$ cat src/rtl/vsm_key_sequencer.sv
// Calculator keypad sequencer: turns edge-detected key presses into one-cycle register strobes.
// All outputs are registered; the strobe for a key event in cycle N appears in cycle N+1.
module vsm_key_sequencer #(
  parameter int unsigned EXEC_LAT = 2
) (
  input  logic       MainClock,
  input  logic       Reset,
  input  logic       KeyStrobe,
  input  logic [1:0] KeyClass,
  output logic       LatchA,
  output logic       LatchB,
  output logic       ClearA,
  output logic       ClearB,
  output logic       LatchOp,
  output logic       LatchRes,
  output logic       Busy,
  output logic       Err,
  output logic [2:0] State
);

  localparam logic [2:0] WAIT_A  = 3'd0;
  localparam logic [2:0] WAIT_OP = 3'd1;
  localparam logic [2:0] WAIT_B  = 3'd2;
  localparam logic [2:0] WAIT_EQ = 3'd3;
  localparam logic [2:0] EXEC    = 3'd4;
  localparam logic [2:0] SHOW    = 3'd5;

  localparam logic [1:0] K_DIGIT = 2'b00;
  localparam logic [1:0] K_OP    = 2'b01;
  localparam logic [1:0] K_EQ    = 2'b10;
  localparam logic [1:0] K_CLR   = 2'b11;

  localparam logic [3:0] LAT = 4'(EXEC_LAT);

  logic       ks_q;
  logic [2:0] state_q, state_d;
  logic [3:0] cnt_q, cnt_d;
  logic       err_q, err_d;
  logic       la_q, la_d, lb_q, lb_d, ca_q, ca_d, cb_q, cb_d;
  logic       lo_q, lo_d, lr_q, lr_d, busy_q, busy_d;

  logic key_ev, is_dig, is_op, is_eq, is_clr;

  assign key_ev = KeyStrobe & ~ks_q;
  assign is_dig = key_ev & (KeyClass == K_DIGIT);
  assign is_op  = key_ev & (KeyClass == K_OP);
  assign is_eq  = key_ev & (KeyClass == K_EQ);
  assign is_clr = key_ev & (KeyClass == K_CLR);

  always_comb begin
    state_d = state_q;
    cnt_d   = cnt_q;
    err_d   = err_q;
    la_d    = 1'b0;
    lb_d    = 1'b0;
    ca_d    = 1'b0;
    cb_d    = 1'b0;
    lo_d    = 1'b0;
    lr_d    = 1'b0;
    // Clear wins over everything, including an EXEC countdown about to expire.
    if (is_clr) begin
      ca_d    = 1'b1;
      cb_d    = 1'b1;
      err_d   = 1'b0;
      cnt_d   = 4'd0;
      state_d = WAIT_A;
    end else begin
      case (state_q)
        WAIT_A: begin
          if (is_dig) begin
            la_d    = 1'b1;
            state_d = WAIT_OP;
          end else if (is_op || is_eq) begin
            err_d = 1'b1;
          end
        end
        WAIT_OP: begin
          if (is_op) begin
            lo_d    = 1'b1;
            state_d = WAIT_B;
          end else if (is_dig) begin
            la_d = 1'b1;
          end else if (is_eq) begin
            err_d = 1'b1;
          end
        end
        WAIT_B: begin
          if (is_dig) begin
            lb_d    = 1'b1;
            state_d = WAIT_EQ;
          end else if (is_op) begin
            lo_d = 1'b1;
          end else if (is_eq) begin
            err_d = 1'b1;
          end
        end
        WAIT_EQ: begin
          if (is_eq) begin
            cnt_d   = LAT;
            state_d = EXEC;
          end else if (is_dig) begin
            lb_d = 1'b1;
          end else if (is_op) begin
            err_d = 1'b1;
          end
        end
        EXEC: begin
          if (cnt_q <= 4'd1) begin
            lr_d    = 1'b1;
            cnt_d   = 4'd0;
            state_d = SHOW;
          end else begin
            cnt_d = cnt_q - 4'd1;
          end
        end
        SHOW: begin
          if (is_dig) begin
            la_d    = 1'b1;
            state_d = WAIT_OP;
          end else if (is_op || is_eq) begin
            err_d = 1'b1;
          end
        end
        default: begin
          cnt_d   = 4'd0;
          state_d = WAIT_A;
        end
      endcase
    end
    busy_d = (state_d == EXEC);
  end

  always_ff @(posedge MainClock) begin
    // The key history keeps tracking through reset so a held key cannot fire on release.
    ks_q <= KeyStrobe;
    if (Reset) begin
      state_q <= WAIT_A;
      cnt_q   <= 4'd0;
      err_q   <= 1'b0;
      la_q    <= 1'b0;
      lb_q    <= 1'b0;
      ca_q    <= 1'b0;
      cb_q    <= 1'b0;
      lo_q    <= 1'b0;
      lr_q    <= 1'b0;
      busy_q  <= 1'b0;
    end else begin
      state_q <= state_d;
      cnt_q   <= cnt_d;
      err_q   <= err_d;
      la_q    <= la_d;
      lb_q    <= lb_d;
      ca_q    <= ca_d;
      cb_q    <= cb_d;
      lo_q    <= lo_d;
      lr_q    <= lr_d;
      busy_q  <= busy_d;
    end
  end

  assign LatchA   = la_q;
  assign LatchB   = lb_q;
  assign ClearA   = ca_q;
  assign ClearB   = cb_q;
  assign LatchOp  = lo_q;
  assign LatchRes = lr_q;
  assign Busy     = busy_q;
  assign Err      = err_q;
  assign State    = state_q;

endmodule

$ cat config.mk
export PLATFORM = sky130hd
export DESIGN_NAME = vsm_key_sequencer
export DESIGN_NICKNAME = d
export VERILOG_FILES = /design/src/rtl/vsm_key_sequencer.sv
export SDC_FILE = /design/constraint.sdc
export NUM_CORES = 1
export LEC_CHECK = 0
export BUFFER_PORTS_ARGS = -buffer_cell sky130_fd_sc_hd__buf_2
export CAP_MARGIN = 40
export CORE_AREA = 5 5 54 56
export DETAILED_ROUTE_END_ITERATION = 8
export DIE_AREA = 0 0 59 61
export PLACE_DENSITY = 0.62
export SKIP_LAST_GASP = 1
export SLEW_MARGIN = 20
export SYNTH_ARGS = -nofsm -noshare
export SYNTH_HDL_FRONTEND = slang
export SYNTH_SLANG_ARGS = --single-unit
$ cat constraint.sdc
create_clock -name MainClock -period 1.7 [get_ports MainClock]
set_input_delay 0.085 -clock MainClock [delete_from_list [all_inputs] [get_ports MainClock]]
set_output_delay 0.085 -clock MainClock [all_outputs]
set_load 0.02 [all_outputs]
==> flow_results.org, run 1 <==
** Global routing
- Overall overflow remaining after global route :: 0
- Maximum number of pins on one net before global-route repair :: 15
- Initial antenna violation count :: 0
- First-pass GRT wire length :: 2.84 mm
- Number of global-route vias before repair :: 653
- For this run, the total global-route usage over all layers was measured as 10.3%.

** Drt
- The first detailed-routing pass took 4 iterations.
- Via-to-Cell Ratio :: 5.21
- DR iter-0 viols :: 19
- After detailed routing, the number of remaining DRC violations is 0.
- The final layout contains routed wiring with a total length of 1.67 mm.
- Count of vias placed by the detailed router :: 704
- Detail-routed net length per standard cell :: 12.3 µm
- Once detail routing completed, the nets flagged for antenna violations numbered 0.

** Timing
- Max transition margin :: 68.8%
- Max Transition Viols Final :: 0
- Achievable clock frequency :: 0.631 GHz
- Least-Margin Pin Slew :: 0.467 ns
- Final hold violations :: 0
- Across the routed clock network, the largest skew measured is 0.00358 ns.
- The tightest hold path in the finished design has a slack of 0.175 ns.
- In the finished design, the share of the clock period the worst path needs comes to 93.2%.
- Setup TNS :: 0 ns
- Min cycle time layout :: 1.58 ns
- Setup violations remaining at the end of the flow were counted as 0.
- Setup repair after global routing left no endpoint under its margin.

** Setup path
- Worst R2R Path Depth :: 6
- Depth of the critical timing path with buffers and inverters included :: 6
- In this run the worst path has a maximum fanout of 8.
- Slowest cell on the critical path :: dlygate4sd3_1
- In this run the critical register-to-register path is launched from cnt_q[0].
- The kind of cell with the highest combined delay along the critical path is simple AND/OR/NAND/NOR gates.
- Cells along the critical path :: dlygate4sd3_1, buf_2, and4bb_4, a21oi_2, or4_1, a21oi_1
- Critical Path Sink Type :: register
- Startpoint-to-endpoint class of the critical path :: in -> reg
- Data on the critical path is required at its endpoint by 1.92 ns.
- STA classifies the critical path startpoint as a primary input.
- Reg-to-reg endpoint :: Busy
- The worst register-to-register path has a setup slack of 0.15 ns.
- Buffers plus inverters on the worst setup path :: 2
- At the worst endpoint, the arrival time is 1.80 ns.
- Slowest cell delay on critical path :: 0.51 ns

** Power and ir drop
- In this run the power density over the cells is 728 mW/mm².
- Of the total power, the share spent switching nets is 27.0%.
- Of the total power, the clock network draws 29.9%.
- Sequential fraction of design power :: 55.8%
- Leakage dissipation :: 0.376 nW
- Switching power :: 0.180 mW
- Combinational logic is responsible for 14.2% of the overall power.
- Total power for the finished layout comes to 0.667 mW.
- Worst-case vdd ir drop :: 0.000497 V
- Total internal power :: 0.487 mW

** Synth
- Post-synthesis register bit count :: 15
- Synth cell types :: 40
- Number of synthesis warnings :: 0
- Async set-or-reset flop fraction in the synthesized netlist :: 0%
- The largest total area in the synthesized netlist belongs to dfxtp_1.
- Counting flops with a built-in enable in the synthesized netlist gives 0.
- Post-Synthesis Cell Area :: 776 µm²
- Net count of the mapped netlist :: 95
- In this run the mean area of a mapped cell was 8.82 µm².
- Proportion of netlist area held by the largest area contributor :: 38.7%
- Of the synthesized area, sequential elements account for 38.7%.
- Cells after Synth :: 88
- Top-count cell post-synth :: dfxtp_1
- Among all flip-flop cells after synthesis, the most frequent one is dfxtp_1.
- After synthesis, the cell types taking the most area are dfxtp_1, a21oi_1, ha_1.
- Commonest cells in the synthesized netlist :: dfxtp_1, a21oi_1, nor2_1

** CTS
- Clock Pin Slew Worst Setup and Hold Paths :: 0.09 ns
- The clock passes through at most 2 buffers.
- The clock reaches the later pin of the worst-skew pair after 0.28 ns.
- In this run, CTS created clock tree buffers numbering 3.
- In this run the number of H-tree levels came out at 1.
- Number of setup buffers added after CTS :: 0
- In this run the clock root is driven by a clkbuf_4.
- TritonCTS built the clock tree.
- Sink count of the clock tree :: 15

** Place
- Detail Placement HPWL :: 1.27 mm
- Final weighted congestion in routability-driven placement :: 0.791
- Port buffering added 15 buffers.

** Hold path
- Hold Startpoint :: KeyClass[0]
- The path with the worst hold slack has its endpoint at LatchOp.
- The worst hold path belongs to the class in -> reg.
- Hold-critical path depth :: 3

** Floorplanning
- The core region is 0.00239 mm².
- Boundary Pins :: 16
- In this run the vertical extent of the chip is 61 µm.
- The initialized floorplan defines 18 standard-cell rows.
- Die footprint :: 0.00360 mm²
- For this configuration, the core starts out at a cell density of 32.5%.
- Floorplan die width :: 59 µm

** Cells and area
- Antenna diodes :: 0
- The post-route netlist has 21.9% of its cells at a drive strength greater than 1.
- After filler insertion, the fill cell instance count of the layout stands at 263.
- From synthesis to final layout, the design area changed by 18.1%.
- Fin nets :: 113

** Job
- Max-cap violations in this run came to 0.

** Status
- The flow ran to the end, and the final reports show no timing, DRC or antenna violations.
==> power groups by stage <==
stage / sequential (mW) / combinational (mW) / clock, mW
after floorplan: 0.379 / 0.0672 / 0
after global placement: 0.380 / 0.0891 / 0
after detailed placement: 0.380 / 0.0904 / 0
after CTS: 0.372 / 0.0928 / 0.205
after global routing: 0.374 / 0.105 / 0.227
final: 0.372 / 0.0949 / 0.200
==> worst max path at each step <==
| stage | startpoint | to | slack, ns |
|---|---|---|---|
| CTS | KeyStrobe | cnt_q[3] | 0.13 |
| floorplan | State[2] | State[0] | 0.22 |
| finish | KeyStrobe | cnt_q[3] | 0.12 |
| global placement | ks_q | cnt_q[3] | 0.24 |
| global route | cnt_q[0] | Busy | 0.03 |
| detailed placement | cnt_q[0] | Busy | 0.17 |
==> per-stage QoR <==
stage / cells / util (%) / cell area [µm²] / setup WS [ns]
2_1_floorplan: 88 / - / 776 / 0.224
3_3_place_gp: 129 / 36.4 / 868 / 0.237
3_5_place_dp: 129 / 36.4 / 868 / 0.174
4_1_cts: 134 / 37.9 / 906 / 0.131
5_1_grt: 135 / 38.4 / 916 / 0.0264
6_report: 135 / 38.4 / 916 / 0.115
==> cells in the final DEF, fill, tap and decap left out, types with 2 or more instances in the layout <==
master / count
nor3_1: 2
or2_1: 2
o21ai_0: 4
or3_1: 3
nor2_1: 5
a21oi_1: 7
a211oi_1: 2
buf_2: 15
nor2b_1: 4
dfxtp_1: 15
nor4_1: 3
inv_1: 4
o31ai_1: 2
o211ai_1: 2
a41oi_1: 2
ha_1: 2
clkbuf_4: 3
nand2b_1: 2
dlygate4sd3_1: 2
and3_1: 2
==> kinds of logic (layout without fill, tap and decap cells) <==
group | after synthesis | after routing | share of synthesized area [%]
fa+ha+maj | 2 | 2 | 3.23
simple gates | 34 | 34 | 28.7
compound gates | 26 | 26 | 22.3
flops | 15 | 15 | 38.7
xor+xnor | 1 | 1 | 1.13
buf+inv | 10 | 27 | 5.97
==> sequential cells by signal (all words and copies together) (netlist names) <==
name	count
LatchRes	1
LatchOp	1
LatchA	1
Busy	1
cnt_q	4
LatchB	1
Err	1
ClearB	1
ks_q	1
State	3
==> routing by layer <==
layer  part of all wire (%)  global-route usage (%)  wire (µm)
met5                      0                       0          0
met4                    1.1                    2.91         19
met3                    5.3                    3.83         89
met2                     44                    16.7        741
met1                     49                    13.0        817
==> final cells by class <==
| cell class | instances | area [µm²] | area share, % |
|---|---|---|---|
| Multi-Input combinational cell | 63 | 429 | 46.9 |
| Sequential cell | 15 | 300 | 32.8 |
| Timing Repair Buffer | 18 | 103 | 11.2 |
| Tap cell | 30 | 37.5 | 4.10 |
| Clock buffer | 3 | 22.5 | 2.46 |
| Inverter | 5 | 18.8 | 2.05 |
| Clock inverter | 1 | 5.00 | 0.546 |
==> worst register-to-register path, stage by stage (launching register included) <==
cell,delay (ns)
dfxtp_1,0.39
inv_1,0.06
ha_1,0.19
or2_1,0.26
a32oi_1,0.20
o2bb2ai_1,0.11
a211oi_1,0.25
==> repair_timing <==
item | CTS | global route
endpoints found under the hold margin | 1 | 1
hold buffers | 1 | 1
resized for setup | 0 | 0
(Power assumes the default switching activity.)
==> run 2: changes to the inputs <==
- CORE_AREA: 5 5 54 56 -> 5 5 61 49
- DIE_AREA: 0 0 59 61 -> 0 0 66 54
- PLACE_DENSITY: 0.62 -> 0.6
==> run 2 against run 1 <==
  * Register-to-register slack improved by 0.04 ns
  * Non-clock buffer count unchanged
  * Core utilization is 0.25 points lower
  * Critical path depth is the same
  * Clock skew is 0.0016 ns lower
  * Maximum frequency grew 0.55%
  * Worst setup slack better by 0.0087 ns
  * Final area up 0.82%
  * First-iteration DRC count is 37% lower
  * Power increased by 2.0%
  * Combinational power is 1% lower
  * Critical path type unchanged
  * Largest power group unchanged
==> flow_results.org, run 2 (synthesis results as in run 1) <==
** Status
- Run status :: finished, final reports clean

** Setup path
- Maximum fanout along the worst path :: 8
- Worst R2R Path Depth :: 6
- Critical Path Sink Type :: register
- Reg-to-reg slack, setup :: 0.19 ns
- For the worst setup path, the data required time is 1.93 ns.
- The setup path with the least slack is of type in -> reg.
- The worst setup path is launched from a primary input.
- Reg-to-reg startpoint :: cnt_q[0]
- The endpoint identified for the worst register-to-register timing path is Busy.
- Arr. time, crit path :: 1.81 ns

** CTS
- No sink is reached through more buffers than the 2 on the longest clock path.
- Buffers inserted to repair hold after CTS numbered 2.
- H-tree depth reported by CTS :: 1
- Once the clock tree was built, the setup fixing pass inserted 0 buffers.
- Clock-pin slew was measured on the worst setup and hold paths at 0.09 ns.
- Number of clock buffers inserted by TritonCTS :: 3
- Later-pin clock latency in the skew report :: 0.29 ns
- TritonCTS built the clock tree.
- The root buffer cell chosen for the clock tree is clkbuf_4.
- Resize count post-CTS :: 0
- Sink count of the clock tree :: 15

** Drt
- The first routing iteration left 12 violations.
- For this block, wires on met1 add up to 886 µm.
- Detail-routed net length per standard cell :: 12.0 µm
- Total length of routed met3 wires :: 89 µm
- Count of vias placed by the detailed router :: 698
- The routed design uses 698 µm of met2 wire.
- After detailed routing, the number of remaining DRC violations is 0.
- Wirelength, routed :: 1.69 mm
- In this run the top signal layer used is met4.
- Via-to-Cell Ratio :: 4.95
- Count of nets left with antenna violations after detail routing :: 0
- The first detailed-routing pass ran for 4 iterations.

** Global routing
- Entering global routing, the biggest net connects 15 pins.
- The initial antenna violation count is 0.
- The via count of the first global-routing pass is 633.
- Aggregate global-route resource usage :: 10.6%
- The first global-routing pass estimated 2.81 mm of wire.
- Overall overflow remaining after global route :: 0

** Cells and area
- Sequential cell area in the final layout :: 300 µm²
- Cells fill 38.1% of the core in the end.
- The post-route netlist has 21.9% of its cells at a drive strength greater than 1.
- The repair_antennas step left the layout with diodes totalling 0.
- Area occupied by multi-input gates :: 429 µm²
- Ranked by flip-flop count, first place goes to cnt_q.
- Max reg flops :: 4
- Most used cells in the layout excluding fill and tap cells :: dfxtp_1, buf_2, a21oi_1
- Area growth from synthesis to final layout :: 19.0%
- Fin nets :: 113
- Layout Cells excl Fill :: 141
- Counting the fill cells in the layout gives 258.

** Floorplanning
- Floorplan die width :: 66 µm
- # rows :: 16
- Area of the core :: 0.00242 mm²
- Die Ht :: 54 µm
- Die footprint :: 0.00356 mm²
- Boundary Pins :: 16
- Initial core utilization :: 32.0%

** Timing
- Least-Margin Pin Slew :: 0.478 ns
- Derived from the worst setup path, the maximum achievable clock frequency is 0.635 GHz.
- Fin Clk Skew :: 0.00193 ns
- In this run the tightest slew margin relative to its limit is 68.1%.
- Setup violations remaining at the end of the flow were counted as 0.
- Unrepaired setup endpoints after global routing :: false
- The final number of hold-violating endpoints came to 0.
- Min cycle time layout :: 1.58 ns
- After routing, the total negative slack on setup checks comes to 0 ns.
- Max Transition Viols Final :: 0
- In the finished design, the share of the clock period the worst path needs comes to 92.7%.

** Power and ir drop
- Of the total power, the clock network draws 31.4%.
- Of the total power, the share spent switching nets is 28.3%.
- Sequential cells burn 54.8% of the power.
- Switching power :: 0.193 mW
- Internal power comes to 0.487 mW.
- Summed over all cells, the static leakage comes to 0.376 nW.
- Power density over the cells :: 736 mW/mm²
- In this run, the combinational gates consume 13.8% of the power.
- Across the VDD grid, the largest voltage drop is 0.000433 V.

** Hold path
- Hold Startpoint :: KeyClass[0]
- The worst hold path terminates at LatchOp.
- Worst hold path class :: in -> reg
- Hold-critical path depth :: 3

** Place
- I/O Buffers :: 15
- The number of placed instances, taps included, is 135.
- Final weighted congestion in routability-driven placement :: 0.841
- Detail Placement HPWL :: 1.24 mm

** Job
- Max-cap violations :: 0
## run 2: cell counts in the layout (fill, tap and decap cells not counted)
No cell type changed its count.
## run 2: per-layer routing
metal  track usage (%)  vias to the layer above
met5                 0                        -
met4              2.03                        0
met3              5.01                        3
met2              16.1                       12
met1              13.7                      326
li1                  -                      357
## run 2: stage by stage
stage / worst slack, ns / hold WS [ns] / power [mW] / cell area, µm²
floorplan: 0.224 / 0.113 / 0.446 / 776
global placement: 0.202 / 0.274 / 0.469 / 876
detailed placement: 0.193 / 0.274 / 0.471 / 876
CTS: 0.155 / 0.168 / 0.690 / 923
global route: 0.0255 / 0.192 / 0.723 / 923
finish: 0.124 / 0.177 / 0.680 / 923
## run 2: how the worst max path moves through the flow
stage	start	end	slack [ns]	cells after the start
4_1_cts	KeyStrobe	cnt_q[3]	0.15	6
3_3_place_gp	cnt_q[0]	Busy	0.20	6
2_1_floorplan	State[2]	State[0]	0.22	5
3_5_place_dp	cnt_q[0]	Busy	0.19	6
6_report	KeyStrobe	cnt_q[3]	0.12	6
5_1_grt	cnt_q[0]	Busy	0.03	6
## run 2: layout make-up
class | count | share of cell area [%]
Inverter | 5 | 2.03
Clock inverter | 1 | 0.542
Tap cell | 36 | 4.88
Timing Repair Buffer | 18 | 11.1
Sequential cell | 15 | 32.5
Multi-Input combinational cell | 63 | 46.5
Clock buffer | 3 | 2.44
## run 2: power groups by stage
stage	combinational, mW	clock (mW)	sequential [mW]
floorplan	0.0672	0	0.379
global placement	0.0894	0	0.380
detailed placement	0.0898	0	0.381
CTS	0.0936	0.224	0.373
global route	0.105	0.244	0.374
finish	0.0939	0.213	0.373
## run 2: critical path: stages
cell           delay (ns)
dlygate4sd3_1        0.52
buf_2                0.17
and4bb_4             0.29
a21oi_2              0.11
or4_1                0.49
a21oi_1              0.14
==> run 3: changes to the inputs <==
- CORE_AREA: 5 5 61 49 -> 5 5 65 53
- DIE_AREA: 0 0 66 54 -> 0 0 70 58
- PLACE_DENSITY: 0.6 -> 0.53
==> run 3 against run 2 <==
  * Global-route usage fell by 0.37 points
  * Sequential cell count did not move
  * Cell count rose by 1.4%
  * Maximum frequency fell by 0.85%
  * Critical path type unchanged
==> flow_results.org, run 3 (synthesis results as in run 1) <==
** Status
- Run status :: finished, final reports clean

** Hold path
- The startpoint identified for the worst hold timing path is Reset.
- Worst hold path class :: in -> reg

** Global routing
- Number of global-route vias before repair :: 754
- The initial antenna violation count was 0.
- The first global-routing pass estimated 3.34 mm of wire.
- Routing usage on met1 :: 13.3%
- For met3 alone, demand over resource in global routing was 4.16%.
- Met2 layer usage reported by global route :: 15.7%
- Maximum number of pins on one net before global-route repair :: 12
- Aggregate global-route resource usage :: 10.2%
- met2 is the most crowded layer.
- Overall overflow remaining after global route :: 0

** Timing
- Least-Margin Pin Slew :: 0.444 ns
- Setup repair after global routing left no endpoint under its margin.
- Final Cycle Share :: 93.5%
- Achievable clock frequency :: 0.629 GHz
- After routing, the total negative slack on setup checks comes to 0 ns.
- The worst path in the final design needs a cycle of 1.59 ns, including I/O delays and setup.
- Setup violations remaining at the end of the flow were counted as 0.
- Headroom to the max-slew limit came out at 70.4%.
- Max Transition Viols Final :: 0
- The final number of hold-violating endpoints is 0.
- On the final layout, the worst clock skew is 0.00364 ns.

** Cells and area
- Of the cells placed in the final design, the portion with a size suffix greater than 1 is 24.8%.
- Summing all flip-flop and latch instances after layout gives 302 µm².
- Area growth from synthesis to final layout :: 19.8%
- Once layout is complete, the utilization of the core stands at 33.6%.
- Fin area :: 930 µm²
- Max reg flops :: 4
- Layout Cells excl Fill :: 143
- Antenna diodes :: 0
- In the final design database the tool counted 113 nets.
- Counting the fill cells in the layout gives 318.
- The library cell used most frequently in the layout, excluding fill and tap cells, is buf_2.
- Area occupied by multi-input gates :: 434 µm²
- Most flop-heavy register :: cnt_q
- Most used cells in the layout excluding fill and tap cells :: buf_2, dfxtp_1, a21oi_1

** Drt
- In this run, the number of DRC markers left after iteration 0 of detailed routing was 15.
- Wirelength, routed :: 1.97 mm
- Count of nets left with antenna violations after detail routing :: 0
- For this run, the detailed router's first-pass iteration total came to 6.
- Detail-routed net length per standard cell :: 13.7 µm
- Summing over every cut layer, the via total after detailed routing is 737.
- Via-to-Cell Ratio :: 5.15
- In the routed design, unresolved DRC markers number 0.

** CTS
- The clock net in this run drives a total of 15 sinks.
- TritonCTS created 3 clock buffers.
- Number of setup buffers added after CTS :: 0
- Later-pin clock latency in the skew report :: 0.28 ns
- In this run the clock root is driven by a clkbuf_4.
- After clock tree synthesis, the clock-pin slew on the worst setup and hold paths is 0.09 ns.
- TritonCTS built the clock tree.
- Clock Tree Buf Depth :: 2
- In this run the number of H-tree levels came out at 1.

** Setup path
- Slowest cell delay on critical path :: 0.51 ns
- The critical path goes through dlygate4sd3_1, buf_2, and4bb_4, a21oi_2, or4_1, a21oi_1.
- The critical path is of the in -> reg type.
- The slowest stage of the critical path is the dlygate4sd3_1 cell.
- Category of the worst setup path launch point :: primary input
- On the critical path the largest part of the delay comes from simple AND/OR/NAND/NOR gates.
- In this run the critical register-to-register path is launched from cnt_q[0].
- The critical path starts at KeyStrobe.
- The worst setup path is captured at a register.
- Crit path required time :: 1.92 ns
- STA puts the critical path data arrival time at 1.81 ns.
- Buffers plus inverters on the worst setup path :: 2
- Of all nets on the critical path, the largest fanout is 8.

** Place
- Final weighted congestion in routability-driven placement :: 0.803
- Placed Cells incl. Taps :: 138
- Detail Placement HPWL :: 1.46 mm
- Cell area after placement :: 886 µm²
- Port buffering added 15 buffers.

** Floorplanning
- Floorplan die width :: 70 µm
- # rows :: 17
- In this run the count of I/O pins placed on the die edge is 16.
- Area of the core :: 0.00277 mm²
- The floorplan step set the die height to 58 µm.
- Initial core utilization :: 28.1%
- Die footprint :: 0.00406 mm²

** Power and ir drop
- Power density over the cells :: 726 mW/mm²
- Leakage dissipation :: 0.378 nW
- Across the VDD grid, the largest voltage drop is 0.000278 V.
- After layout, the design draws a total of 0.675 mW.

** Job
- Max-cap violations :: 0
run 3: cell count changes in the layout (fill, tap and decap cells not counted):
| cell | delta |
|---|---|
| dfxtp_1 | -1 |
| buf_4 | +1 |
| a211oi_2 | +1 |
| dfxtp_2 | +1 |
| dlygate4sd3_1 | -1 |
| a211oi_1 | -1 |
run 3: repair_timing:
action,in CTS,in global routing
hold endpoints to repair,1,0
resized for setup,0,2
setup endpoints to repair,0,2
hold buffers,1,0
run 3: through the flow:
| step | hold WS [ns] | setup slack [ns] |
|---|---|---|
| 2_1_floorplan | 0.113 | 0.224 |
| 6_report | 0.00773 | 0.111 |
| 4_1_cts | 0.000201 | 0.104 |
| 5_1_grt | 0.0106 | 0.0115 |
| 3_5_place_dp | 0.287 | 0.135 |
| 3_3_place_gp | 0.275 | 0.162 |
run 3: power by group:
part	switching (mW)	internal, mW
Clock	0.117	0.0873
Sequential	0.0147	0.359
Combinational	0.0573	0.0389
run 3: layout make-up:
cell class,instances,area share (%)
multi-input combinational,63,46.7
sequential,15,32.4
timing repair buffer,18,10.8
tap,38,5.11
clock buffer,3,2.42
inverter,5,2.02
clock inverter,1,0.538
run 3: routing by layer:
metal,share of wire (%),up-vias
li1,-,360
met1,51,349
met2,42,26
met3,6.6,2
met4,0.31,0
met5,0,-
run 3: worst paths after layout:
path	slack (ns)	to	cells after the start
setup / recovery	0.11	cnt_q[3]	6
hold / removal	0.008	ClearB	2
setup reg to reg	0.17	State[0]	6
hold reg to reg	0.49	cnt_q[3]	2
run 3: worst reg2reg max path: cells and delay by family (launching register included):
family | cells | cell delay [ns]
flops | 1 | 0.37
simple gates | 2 | 0.46
compound gates | 2 | 0.35
buf+inv | 1 | 0.05
fa+ha+maj | 1 | 0.20
